--- config.mk ---
export PLATFORM = sky130hd
export DESIGN_NAME = processor_core
export DESIGN_NICKNAME = d
export VERILOG_FILES = /design/src/rtl/processor_core.sv
export SDC_FILE = /design/constraint.sdc
export NUM_CORES = 1
export LEC_CHECK = 0
export ABC_AREA = 1
export CAP_MARGIN = 20
export CORE_ASPECT_RATIO = 0.8
export CORE_MARGIN = 2
export CORE_UTILIZATION = 40
export CTS_CLUSTER_DIAMETER = 120
export DETAILED_ROUTE_END_ITERATION = 6
export HOLD_SLACK_MARGIN = 0.15
export MAX_ROUTING_LAYER = met4
export SLEW_MARGIN = 20
export SYNTH_ARGS = -nofsm -noshare
export SYNTH_HDL_FRONTEND = slang
export SYNTH_SLANG_ARGS = --single-unit
--- constraint.sdc ---
create_clock -name clock -period 10.43 [get_ports clock]
set_input_delay 2.086 -clock clock [delete_from_list [all_inputs] [get_ports clock]]
set_output_delay 2.086 -clock clock [all_outputs]
set_load 0.02 [all_outputs]
--- src/rtl/processor_core.sv ---
// Multicycle FETCH/EXEC/MEM core. Drives an external sync-read ROM and RAM and an
// external regfile with combinational reads; all decode is taken from q_imem.
module processor_core (
    input  logic        clock,
    input  logic        reset,
    output logic [31:0] address_imem,
    input  logic [31:0] q_imem,
    output logic        ctrl_writeEnable,
    output logic [4:0]  ctrl_writeReg,
    output logic [4:0]  ctrl_readRegA,
    output logic [4:0]  ctrl_readRegB,
    output logic [31:0] data_writeReg,
    input  logic [31:0] data_readRegA,
    input  logic [31:0] data_readRegB,
    output logic        wren,
    output logic [31:0] address_dmem,
    output logic [31:0] data,
    input  logic [31:0] q_dmem
);
    typedef enum logic [1:0] {S_FETCH = 2'd0, S_EXEC = 2'd1, S_MEM = 2'd2} state_e;

    localparam logic [4:0] OP_RTYPE = 5'b00000;
    localparam logic [4:0] OP_J     = 5'b00001;
    localparam logic [4:0] OP_BNE   = 5'b00010;
    localparam logic [4:0] OP_JAL   = 5'b00011;
    localparam logic [4:0] OP_JR    = 5'b00100;
    localparam logic [4:0] OP_ADDI  = 5'b00101;
    localparam logic [4:0] OP_BLT   = 5'b00110;
    localparam logic [4:0] OP_SW    = 5'b00111;
    localparam logic [4:0] OP_LW    = 5'b01000;
    localparam logic [4:0] OP_SETX  = 5'b10101;
    localparam logic [4:0] OP_BEX   = 5'b10110;

    localparam logic [4:0] ALU_ADD = 5'b00000;
    localparam logic [4:0] ALU_SUB = 5'b00001;
    localparam logic [4:0] ALU_AND = 5'b00010;
    localparam logic [4:0] ALU_OR  = 5'b00011;
    localparam logic [4:0] ALU_SLL = 5'b00100;
    localparam logic [4:0] ALU_SRA = 5'b00101;

    localparam logic [4:0] REG_STATUS = 5'd30;
    localparam logic [4:0] REG_LINK   = 5'd31;

    state_e      state_q, state_d;
    logic [31:0] pc_q, pc_d;

    logic [4:0]  opcode, rd, rs, rt, shamt, aluop;
    logic [31:0] imm_sext, target;
    logic        is_rtype, is_lw, is_sw, is_bex, reads_rd;

    assign opcode   = q_imem[31:27];
    assign rd       = q_imem[26:22];
    assign rs       = q_imem[21:17];
    assign rt       = q_imem[16:12];
    assign shamt    = q_imem[11:7];
    assign aluop    = q_imem[6:2];
    assign imm_sext = {{15{q_imem[16]}}, q_imem[16:0]};
    assign target   = {5'd0, q_imem[26:0]};

    assign is_rtype = (opcode == OP_RTYPE);
    assign is_lw    = (opcode == OP_LW);
    assign is_sw    = (opcode == OP_SW);
    assign is_bex   = (opcode == OP_BEX);
    assign reads_rd = is_sw || (opcode == OP_BNE) || (opcode == OP_BLT) || (opcode == OP_JR);

    assign ctrl_readRegA = is_bex ? REG_STATUS : rs;
    assign ctrl_readRegB = is_rtype ? rt : (reads_rd ? rd : rt);

    // One adder serves add/addi and the effective address for lw/sw.
    logic [31:0] alu_a, alu_b, sum, diff;
    logic        add_ovf, sub_ovf;

    assign alu_a   = data_readRegA;
    assign alu_b   = is_rtype ? data_readRegB : imm_sext;
    assign sum     = alu_a + alu_b;
    assign diff    = alu_a - alu_b;
    assign add_ovf = (alu_a[31] == alu_b[31]) && (sum[31] != alu_a[31]);
    assign sub_ovf = (alu_a[31] != alu_b[31]) && (diff[31] != alu_a[31]);

    assign address_dmem = sum;
    assign data         = data_readRegB;
    assign address_imem = pc_q;

    // Register write selected during EXEC; overflow redirects the write to r30.
    logic        ex_we;
    logic [4:0]  ex_reg;
    logic [31:0] ex_data;

    always_comb begin
        ex_we   = 1'b0;
        ex_reg  = rd;
        ex_data = sum;
        unique case (opcode)
            OP_RTYPE: begin
                unique case (aluop)
                    ALU_ADD: begin
                        ex_we = 1'b1;
                        if (add_ovf) begin
                            ex_reg  = REG_STATUS;
                            ex_data = 32'd1;
                        end
                    end
                    ALU_SUB: begin
                        ex_we   = 1'b1;
                        ex_data = diff;
                        if (sub_ovf) begin
                            ex_reg  = REG_STATUS;
                            ex_data = 32'd3;
                        end
                    end
                    ALU_AND: begin
                        ex_we   = 1'b1;
                        ex_data = alu_a & alu_b;
                    end
                    ALU_OR: begin
                        ex_we   = 1'b1;
                        ex_data = alu_a | alu_b;
                    end
                    ALU_SLL: begin
                        ex_we   = 1'b1;
                        ex_data = alu_a << shamt;
                    end
                    ALU_SRA: begin
                        ex_we   = 1'b1;
                        ex_data = 32'($signed(alu_a) >>> shamt);
                    end
                    default: ex_we = 1'b0;
                endcase
            end
            OP_ADDI: begin
                ex_we = 1'b1;
                if (add_ovf) begin
                    ex_reg  = REG_STATUS;
                    ex_data = 32'd2;
                end
            end
            OP_JAL: begin
                ex_we   = 1'b1;
                ex_reg  = REG_LINK;
                ex_data = pc_q + 32'd1;
            end
            OP_SETX: begin
                ex_we   = 1'b1;
                ex_reg  = REG_STATUS;
                ex_data = target;
            end
            default: ex_we = 1'b0;
        endcase
    end

    // Branch operands: B carries rd, A carries rs (or r30 for bex).
    logic        br_ne, br_lt;
    logic [31:0] pc_inc;

    assign br_ne  = (data_readRegB != data_readRegA);
    assign br_lt  = ($signed(data_readRegB) < $signed(data_readRegA));
    assign pc_inc = pc_q + 32'd1;

    always_comb begin
        pc_d = pc_q;
        if (state_q == S_EXEC && !is_lw) begin
            unique case (opcode)
                OP_J, OP_JAL: pc_d = target;
                OP_JR:        pc_d = data_readRegB;
                OP_BNE:       pc_d = br_ne ? pc_inc + imm_sext : pc_inc;
                OP_BLT:       pc_d = br_lt ? pc_inc + imm_sext : pc_inc;
                OP_BEX:       pc_d = (data_readRegA != 32'd0) ? target : pc_inc;
                default:      pc_d = pc_inc;
            endcase
        end else if (state_q == S_MEM) begin
            pc_d = pc_inc;
        end
    end

    always_ff @(posedge clock or posedge reset) begin
        if (reset) begin
            state_q <= S_FETCH;
            pc_q    <= 32'd0;
        end else begin
            state_q <= state_d;
            pc_q    <= pc_d;
        end
    end

    always_comb begin
        state_d = S_FETCH;
        unique case (state_q)
            S_FETCH: state_d = S_EXEC;
            S_EXEC:  state_d = is_lw ? S_MEM : S_FETCH;
            S_MEM:   state_d = S_FETCH;
            default: state_d = S_FETCH;
        endcase
    end

    always_comb begin
        ctrl_writeEnable = 1'b0;
        ctrl_writeReg    = ex_reg;
        data_writeReg    = ex_data;
        wren             = 1'b0;
        unique case (state_q)
            S_EXEC: begin
                ctrl_writeEnable = ex_we && (ex_reg != 5'd0);
                wren             = is_sw;
            end
            S_MEM: begin
                ctrl_writeEnable = (rd != 5'd0);
                ctrl_writeReg    = rd;
                data_writeReg    = q_dmem;
            end
            default: ;
        endcase
    end
endmodule

[Word-level counts from Yosys, hierarchy flattened]
Index checks and enable logic that the tools add are counted.
Operators by class
  order comparisons: 1
  reductions and logical operators: 18
  $add $sub $neg: 4
  shifts and indexed selects: 2
  multiplexer cells: 27
  bitwise gates (word level): 2
  equality and inequality tests: 22
Operators with widths (count)
  two-way mux 32 bit: 10
  case mux 32 bit (6 select lines): 1
  case mux 32 bit (5 select lines): 1
  case mux 32 bit (4 select lines): 1
  adder 32 bit: 2
  adder 32 x 1 -> 32 bit (second input constant): 1
  AND 32 bit: 1
  less-than comparator 32 bit: 1
  inequality test 32 bit: 1
  OR 32 bit: 1
  nonzero test 32 bit: 1
  left shift 32 x 5 -> 32 bit: 1
  >>> shifter 32 x 5 -> 32 bit: 1
  subtractor 32 bit: 1
  equality test 5 x 3 -> 1 bit (second input constant): 6
  two-way mux 5 bit: 6
  equality test 5 x 2 -> 1 bit (second input constant): 4
  case mux 5 bit (4 select lines): 1
  equality test 5 x 1 -> 1 bit (second input constant): 2
  equality test 5 bit (second input constant): 2
  zero test 5 bit: 2
  case mux 5 bit (2 select lines): 1
  nonzero test 5 bit: 2
  OR reduction 6 bit: 1
  16 further kinds: 25
Storage, ports and cells
  register bits after elaboration: 34
  output and inout port bits: 145

[Depth between registers and ports, before layout]
Gate-level depths: netlist of the first run.
  depth after elaboration: 11
  depth in mapped cells: 31
  gate-level depth less buffers: 28

[Worst setup path after synthesis of the first run]
OpenSTA, ideal clock, no wires.
  path kind: input to output
  start point: input port q_imem[27]
  end point: output port data_writeReg[22]
  data arrival time: 5.877 ns
  setup slack: 2.467 ns
  buffers on the path: 2
  stages on the path: 22
  data required time: 8.344 ns
  cell sequence: inv_1 -> nand3_1 -> nor2_1 -> inv_1 -> clkbuf_1 -> clkbuf_1 -> nand2_1 -> o21ai_0 -> ha_1 -> fa_1 -> nand3_1 -> nand2_1 -> nand2_1 -> nand2_1 -> a21oi_1 -> o21ai_2 -> nand2_1 -> o21a_1 -> xor2_1 -> or2_2 -> nand3_1 -> a21oi_1
RTL lines
  start, declared: line 7  | input logic [31:0] q_imem,
  zero test 5 bit *: line 60  | assign is_rtype = (opcode == OP_RTYPE);
  two-way mux 32 bit *: line 74  | assign alu_b = is_rtype ? data_readRegB : imm_sext;
  adder 32 bit *: line 75  | assign sum = alu_a + alu_b;
  named net address_dmem[22]: line 16  | output logic [31:0] address_dmem,
  two-way mux 32 bit: line 98  | if (add_ovf) begin
  case mux 32 bit (6 select lines): line 95  | unique case (aluop)
  case mux 32 bit (4 select lines) *: line 93  | unique case (opcode)
  two-way mux 32 bit *: line 200  | unique case (state_q)
  end, declared: line 12  | output logic [31:0] data_writeReg,
Mark *: on every way through the listed nets, which the timed path passes. The rest lies on a longest branch.

[Final worst setup path of the first run]
  start point: input port q_imem[31]
  end point: output port data_writeReg[16]
On the way
  cells in the longest elaborated chain, start to end: 9
RTL lines (line)
  zero test 5 bit: 60, 93
  two-way mux 32 bit: 74
  subtractor 32 bit / adder 32 bit (equally long branches): 76, 75
  inequality test 1 bit, on equally long branches: 78, 77
  logical AND 1 bit, on equally long branches: 78, 77
  two-way mux 32 bit, on equally long branches: 106, 98
  case mux 32 bit (6 select lines): 95
  case mux 32 bit (4 select lines) *: 93
  two-way mux 32 bit *: 200
Every way passes the cells marked *; elsewhere a longest branch is shown, timed or not.

==> results of run 1 <==
==> sequential cells by signal (all words and copies together), names as in the netlist <==
signal        flops
address_imem     32
state_q           2
==> layer usage <==
layer	global-route usage	up-vias	share of wire
met5	-	-	0
met4	0.1558	0	0.044
met3	0.1185	224	0.14
met2	0.6023	1712	0.38
met1	0.6207	10551	0.43
li1	-	10112	-
==> how the worst min path moves through the flow <==
stage	start	to	slack [ns]
global route	address_imem[1]	address_imem[1]	0.60
detailed placement	address_imem[1]	address_imem[1]	0.54
finish	address_imem[1]	address_imem[1]	0.55
CTS	address_imem[1]	address_imem[1]	0.55
floorplan	state_q[1]	state_q[0]	0.58
global placement	address_imem[1]	address_imem[1]	0.53
==> power breakdown <==
part	internal (mW)	switching, mW
Sequential	0.191	0.0919
Clock	0.113	0.0628
Combinational	0.765	1.45
==> stage by stage <==
stage	std cells	worst slack, ns	area, um^2	hold slack, ns	total power, mW
finish	3628	0.3710	19270	0.5530	2.675
global route	3627	0.2726	19260	0.6008	2.843
CTS	3621	0.6013	19240	0.5515	2.597
detailed placement	3613	0.6247	19080	0.5387	2.408
global placement	3613	0.6571	19070	0.5278	2.390
floorplan	2922	2.467	16150	0.5817	1.591
==> worst max-delay path: stages <==
cell,delay [ns]
clkdlybuf4s50_1,0.51
inv_1,0.19
nand3_1,0.20
nor2_2,0.17
inv_1,0.07
buf_4,0.25
buf_4,0.27
o21ai_0,0.41
ha_1,0.28
inv_1,0.06
fa_1,0.43
nand3_1,0.11
nand2_1,0.13
a21oi_1,0.60
o21bai_1,0.38
nand2_1,0.13
nand2_1,0.22
a21oi_1,0.23
xor2_1,0.16
o21ai_1,0.09
a211oi_1,0.36
nor2_1,0.07
clkdlybuf4s50_1,0.54
==> placed cells by master (no fill, tap or decap), types with 42 or more instances in the layout <==
master           netlist  final
nor2_1               199    196
o21ai_0              338    338
ha_1                 162    161
xor2_1                77     77
a21oi_1              280    280
inv_1                356    356
nand2_1              747    747
nand3_1              146    146
buf_4                 40     46
clkdlybuf4s50_1        0    270
o211ai_1              42     42
==> cell type report <==
type                            instances  area, um^2
Clock inverter                          1       30.03
Tap cell                              536       670.6
Clock buffer                            7       132.6
Fill cell                            4333       20340
Multi-Input combinational cell       2350       13100
Sequential cell                        34       850.8
Timing Repair Buffer                  320        3068
Antenna cell                            7       17.52
Inverter                              373        1400
==> kinds of logic (layout without fill, tap and decap cells) <==
family	after synthesis	in the layout	synth area share
and+or+nand+nor	1255	1255	0.3334
AOI/OAI and AO/OA	828	828	0.2887
buffers and inverters	538	701	0.1395
adders and majority gates	165	165	0.1292
xor gates and xnor gates	92	92	0.05035
DFF	34	34	0.05267
muxes	10	10	0.006197
other	0	7	0
==> synthesized netlist by cell type, types with 3 or more instances <==
master / count / area, um^2
nor2_2: 5 / 31.28
a31oi_1: 13 / 81.33
nor3_1: 31 / 155.2
nor4_1: 23 / 143.9
nand4_1: 33 / 206.5
buf_2: 28 / 140.1
o21bai_1: 22 / 165.2
or2_2: 21 / 131.4
nand2_2: 15 / 93.84
buf_1: 15 / 56.30
xor2_1: 77 / 674.4
o211ai_1: 42 / 315.3
nand3b_1: 5 / 37.54
a211oi_1: 14 / 105.1
a22oi_1: 24 / 180.2
dfrtp_1: 34 / 850.8
xnor2_1: 14 / 122.6
a21oi_2: 5 / 43.79
nand2_1: 747 / 2804
o21ai_1: 14 / 70.07
buf_6: 5 / 56.30
o221ai_1: 7 / 61.31
mux2i_1: 10 / 100.1
o31ai_1: 3 / 22.52
nor3_2: 5 / 50.05
a21oi_1: 280 / 1401
ha_1: 162 / 2027
inv_1: 356 / 1336
o21ai_0: 338 / 1692
clkbuf_1: 76 / 285.3
nor2_1: 199 / 747.0
a21o_1: 4 / 30.03
a221oi_1: 17 / 148.9
o22ai_1: 19 / 118.9
nand3_1: 146 / 730.7
buf_4: 40 / 300.3
nor2_4: 4 / 45.04
o21a_1: 7 / 52.55
o2111ai_1: 9 / 78.83
fa_1: 3 / 60.06
inv_2: 16 / 60.06
nand3_2: 8 / 80.08
==> impl_metrics.csv, run 1 <==
group,metric,value,unit
floorplan,die-area,42020,um^2
global_routing,grt_usage,0.4433,
route,final_antenna_net_count,0,
layout,final_nets,3379,
synthesis,synth.distinct_cells,62,
global_routing,grt_pass1_wl,135.7,mm
global_routing,grt_max_degree,69,
layout,post-route-util,0.4864,
sta,setup_viol,0,
critical_path,cp-startpoint,"q_imem[31]",
placement,dp_hpwl,78.04,mm
route,drc,0,
job,cap_violations,0,
floorplan,rows,65,
critical_path,r2r-start,"address_imem[0]",
clocking,post_cts_buffers,0,
sta,max_freq,99.41,MHz
global_routing,antenna_found_initial,7,
clocking,cts_made_buffers,5,
worst_hold_path,hold_depth,2,
route,wire_per_inst,25.93,um
route,num_vias,22599,
placement,gp_congestion,1.083,
sta,rsz0062_at_grt,"no",
sta,relSlewSlack,0.2491,
clocking,cts_sinks,34,
synthesis,ys.flop_type,"dfrtp_1",
power,p_per_area,138.9,nW/um^2
critical_path,r2r_end,"address_imem[27]",
clocking,cts.repair.resized,0,
clocking,htree_levels,2,
global_routing,grt_pass1_vias,20020,
synthesis,synth_warnings,0,
critical_path,arrival,7.97,ns
sta,tns,0,ns
synthesis,synth_edf_count,0,
route,via_per_inst,6.229,
floorplan,initial_utilization,0.4079,
route,drtIter0Drc,3525,
critical_path,path_class,"in -> out",
sta,fin_worst_skew,0.004960,ns
sta,slew_viol_final,0,
synthesis,synth_fp_nets,3217,
sta,min_period_over_period,0.9644,
clocking,clk_latency,0.30,ns
synthesis,synth-seq-cells,34,
critical_path,reg2reg_slack,5.62,ns
clocking,holdBufCountCts,0,
critical_path,r2r_cells,19,
status,status,"finished clean",
floorplan,die_w,228.7,um
critical_path,end_kind,"output port",
layout,drive_gt1_frac,0.04992,
route,first_pass_iters,6,
synthesis,synthArstFlopShare,1.000,
sta,hold_viol_final,0,
synthesis,netlist_area,16150,um^2
power,vdd_ir_drop_max,146.8,uV
critical_path,cp_max_fo,36,
critical_path,critPathCapture,"data_writeReg[16]",
synthesis,yosysSeqAreaShare,0.05267,
placement,port_buffers,274,
route,wirelength,94.06,mm
clocking,clock_path_buffers,2,
floorplan,io_pins,275,
sta,fin_crit,10.06,ns
critical_path,required,8.34,ns
sta,worstMarginPinSlew,1.125,ns
global_routing,grt_overflow,0,
floorplan,core_area,39610,um^2
power,p_leak,8.995,nW
clocking,clockRootBuffer,"clkbuf_16",
clocking,path_clk_slew,0.06,ns
synthesis,syn_avg_cell_area,5.528,um^2
floorplan,die_h,183.7,um
clocking,cts_tree,"yes",
synthesis,synthCells,2922,
critical_path,worst_setup_path_start_kind,"primary input",
worst_hold_path,holdCritPathClass,"reg -> reg",
layout,syn_to_final_growth,19.26,%
Power figures use the tool's default switching activity.
==> run 2: changes to the inputs <==
--- a/config.mk
+++ b/config.mk
@@ -16,2 +16,4 @@
 export MAX_ROUTING_LAYER = met4
+export PLACE_DENSITY = 0.65
+export RECOVER_POWER = 50
 export SLEW_MARGIN = 20
==> constraint.sdc (replaced) <==
create_clock -name clock -period 9.1 [get_ports clock]
set_input_delay 1.82 -clock clock [delete_from_list [all_inputs] [get_ports clock]]
set_output_delay 1.82 -clock clock [all_outputs]
set_load 0.01 [all_outputs]
==> run 2 against run 1 <==
  * The run now ends with DRC, capacitance limit, slew limit left
  * Worst hold slack improved by 0.028 ns
  * Critical path type unchanged
  * Largest cell class unchanged
  * Die area unchanged
  * Critical path depth rose by 5
==> impl_metrics.csv, run 2 (same netlist as run 1, synthesis figures left out) <==
group,metric,value,unit
sta,fin_worst_skew,0.003027,ns
floorplan,io_pins,275,
layout,final_cell_mix,"nand2_1, inv_1, o21ai_0, a21oi_1, clkdlybuf4s50_1",
status,violations,"DRC, capacitance limit, slew limit",
clocking,clock_path_buffers,2,
power,p_per_area,149.2,nW/um^2
route,via_per_inst,6.207,
critical_path,cp_num_cells,28,
clocking,cts_tree,"yes",
critical_path,r2r_end,"address_imem[31]",
placement,port_buffers,274,
floorplan,die_h,183.7,um
global_routing,grt_max_degree,65,
route,drtIter0Drc,3788,
worst_hold_path,holdCritPathClass,"reg -> reg",
global_routing,antenna_found_initial,3,
critical_path,r2r-start,"address_imem[0]",
critical_path,arrival,7.12,ns
clocking,path_clk_slew,0.06,ns
sta,max_freq,111.9,MHz
global_routing,grt_usage,0.4393,
floorplan,rows,65,
critical_path,reg2reg_slack,4.27,ns
layout,final_nets,3406,
layout,fillers,4249,
sta,fin_hold_ws,0.5810,ns
clocking,clockRootBuffer,"clkbuf_16",
critical_path,required,7.28,ns
power,power_frac_clock,0.062,
power,seq_power_share,0.110,
critical_path,max_stage_delay,0.51,ns
critical_path,cpMostUsedCell,"nand2_1",
power,p_sw_frac,0.5900,
sta,tns,0,ns
clocking,post_cts_buffers,0,
route,wire_per_inst,25.62,um
route,num_vias,22663,
sta,min_period_over_period,0.9823,
layout,largest_register_ffs,32,
clocking,htree_levels,2,
worst_hold_path,hp-start,"address_imem[1]",
global_routing,use_met3,0.1225,
sta,fin_crit,8.939,ns
power,vdd_ir_drop_max,181.4,uV
placement,gp_congestion,1.122,
sta,rsz0062_at_grt,"yes",
sta,slew_viol_final,35,
power,comb_power_share,0.828,
route,first_pass_iters,7,
global_routing,grt_overflow,0,
critical_path,end_kind,"output port",
critical_path,cp_max_fo,59,
floorplan,core_area,39610,um^2
floorplan,die-area,42020,um^2
floorplan,die_w,228.7,um
global_routing,grt_util_met2,0.6100,
global_routing,grt_pass1_wl,135.3,mm
global_routing,grt_pass1_vias,20487,
floorplan,initial_utilization,0.4079,
status,status,"complete, but fails checks",
power,internal_power,1.191,mW
global_routing,use_met1,0.5931,
power,p_leak,9.159,nW
route,drc,90,
power,switchingPower,1.715,mW
critical_path,cpMaxStageDelayCell,"clkdlybuf4s50_1",
clocking,clk_latency,0.30,ns
critical_path,worst_setup_path_start_kind,"primary input",
power,power,2.906,mW
route,wirelength,93.53,mm
layout,syn_to_final_growth,20.60,%
critical_path,r2r_cells,20,
placement,dp_hpwl,77.10,mm
critical_path,path_buf_inv,8,
worst_hold_path,hold_depth,2,
layout,layout_commonest_cell,"nand2_1",
layout,drive_gt1_frac,0.05977,
clocking,cts_made_buffers,5,
critical_path,path_class,"in -> out",
worst_hold_path,hold_end,"address_imem[1]",
sta,relSlewSlack,-0.3678,
job,cap_violations,1,
critical_path,cp_top_family,"simple AND/OR/NAND/NOR gates",
route,final_antenna_net_count,0,
clocking,cts_sinks,34,
sta,hold_viol_final,0,
sta,worstMarginPinSlew,2.052,ns
global_routing,grt.busiest_layer,"met2",
sta,setup_viol,0,
==> run 2: changes by cell type in the layout (fill, tap and decap cells not counted), sizes merged <==
cell	previous run	this run
buf	50	76
bufinv	1	0
clkbuf	7	8
clkdlybuf4s50	270	204
clkinv	1	3
diode	7	3
dlygate4sd3	0	66
inv	372	371
==> run 2: routing by layer <==
metal	up-vias	wire length, um	share of wire
met5	-	0	0
met4	0	4759	0.051
met3	276	12770	0.14
met2	1779	36560	0.39
li1	10150	-	-
met1	10458	39450	0.42
==> run 2: how the worst max path moves through the flow <==
stage / start / to / slack, ns
6_report: q_imem[31] / data_writeReg[1] / 0.16
5_1_grt: q_imem[27] / data_writeReg[1] / -0.02
4_1_cts: q_imem[27] / data_writeReg[1] / 0.08
3_5_place_dp: q_imem[27] / data_writeReg[1] / 0.1
3_3_place_gp: q_imem[31] / data_writeReg[1] / 0.09
2_1_floorplan: q_imem[27] / data_writeReg[22] / 1.97
==> run 2: tightest hold or removal path, cell delays in order, from the launching register on <==
cell and delay (ns):
dfrtp_1 0.40, nand2_1 0.07, o21ai_0 0.07
==> run 2: through the flow <==
step	setup WS (ns)	instance area, um^2	cells	utilization
2_1_floorplan	1.971	16150	2922	-
3_3_place_gp	0.08598	19300	3640	0.4873
3_5_place_dp	0.09714	19300	3640	0.4873
4_1_cts	0.07546	19450	3648	0.4911
5_1_grt	-0.01589	19480	3651	0.4919
6_report	0.1612	19480	3651	0.4919
==> run 2: area by class of cell <==
type,instances,area (um^2),area share
inverters,373,1401,0.07193
well taps,536,670.6,0.03442
diodes,3,7.507,0.0003853
multi-input cells,2350,13110,0.6730
repair buffers,347,3292,0.1690
flip-flops and latches,34,850.8,0.04367
clock buffers,7,142.6,0.007321
clock inverters,1,5.005,0.0002569
==> run 2: power groups by stage <==
stage	Sequential, mW	Combinational [mW]	Clock (mW)
2_1_floorplan	0.329	1.38	0
3_3_place_gp	0.317	2.31	0
3_5_place_dp	0.322	2.33	0
4_1_cts	0.321	2.34	0.178
5_1_grt	0.331	2.58	0.187
6_report	0.321	2.41	0.180
==> run 2: timing repair <==
action                                 CTS  global route
resized for setup                        0            13
setup endpoints to repair                0            31
hold buffers                             0             0
endpoints found under the hold margin    0             0
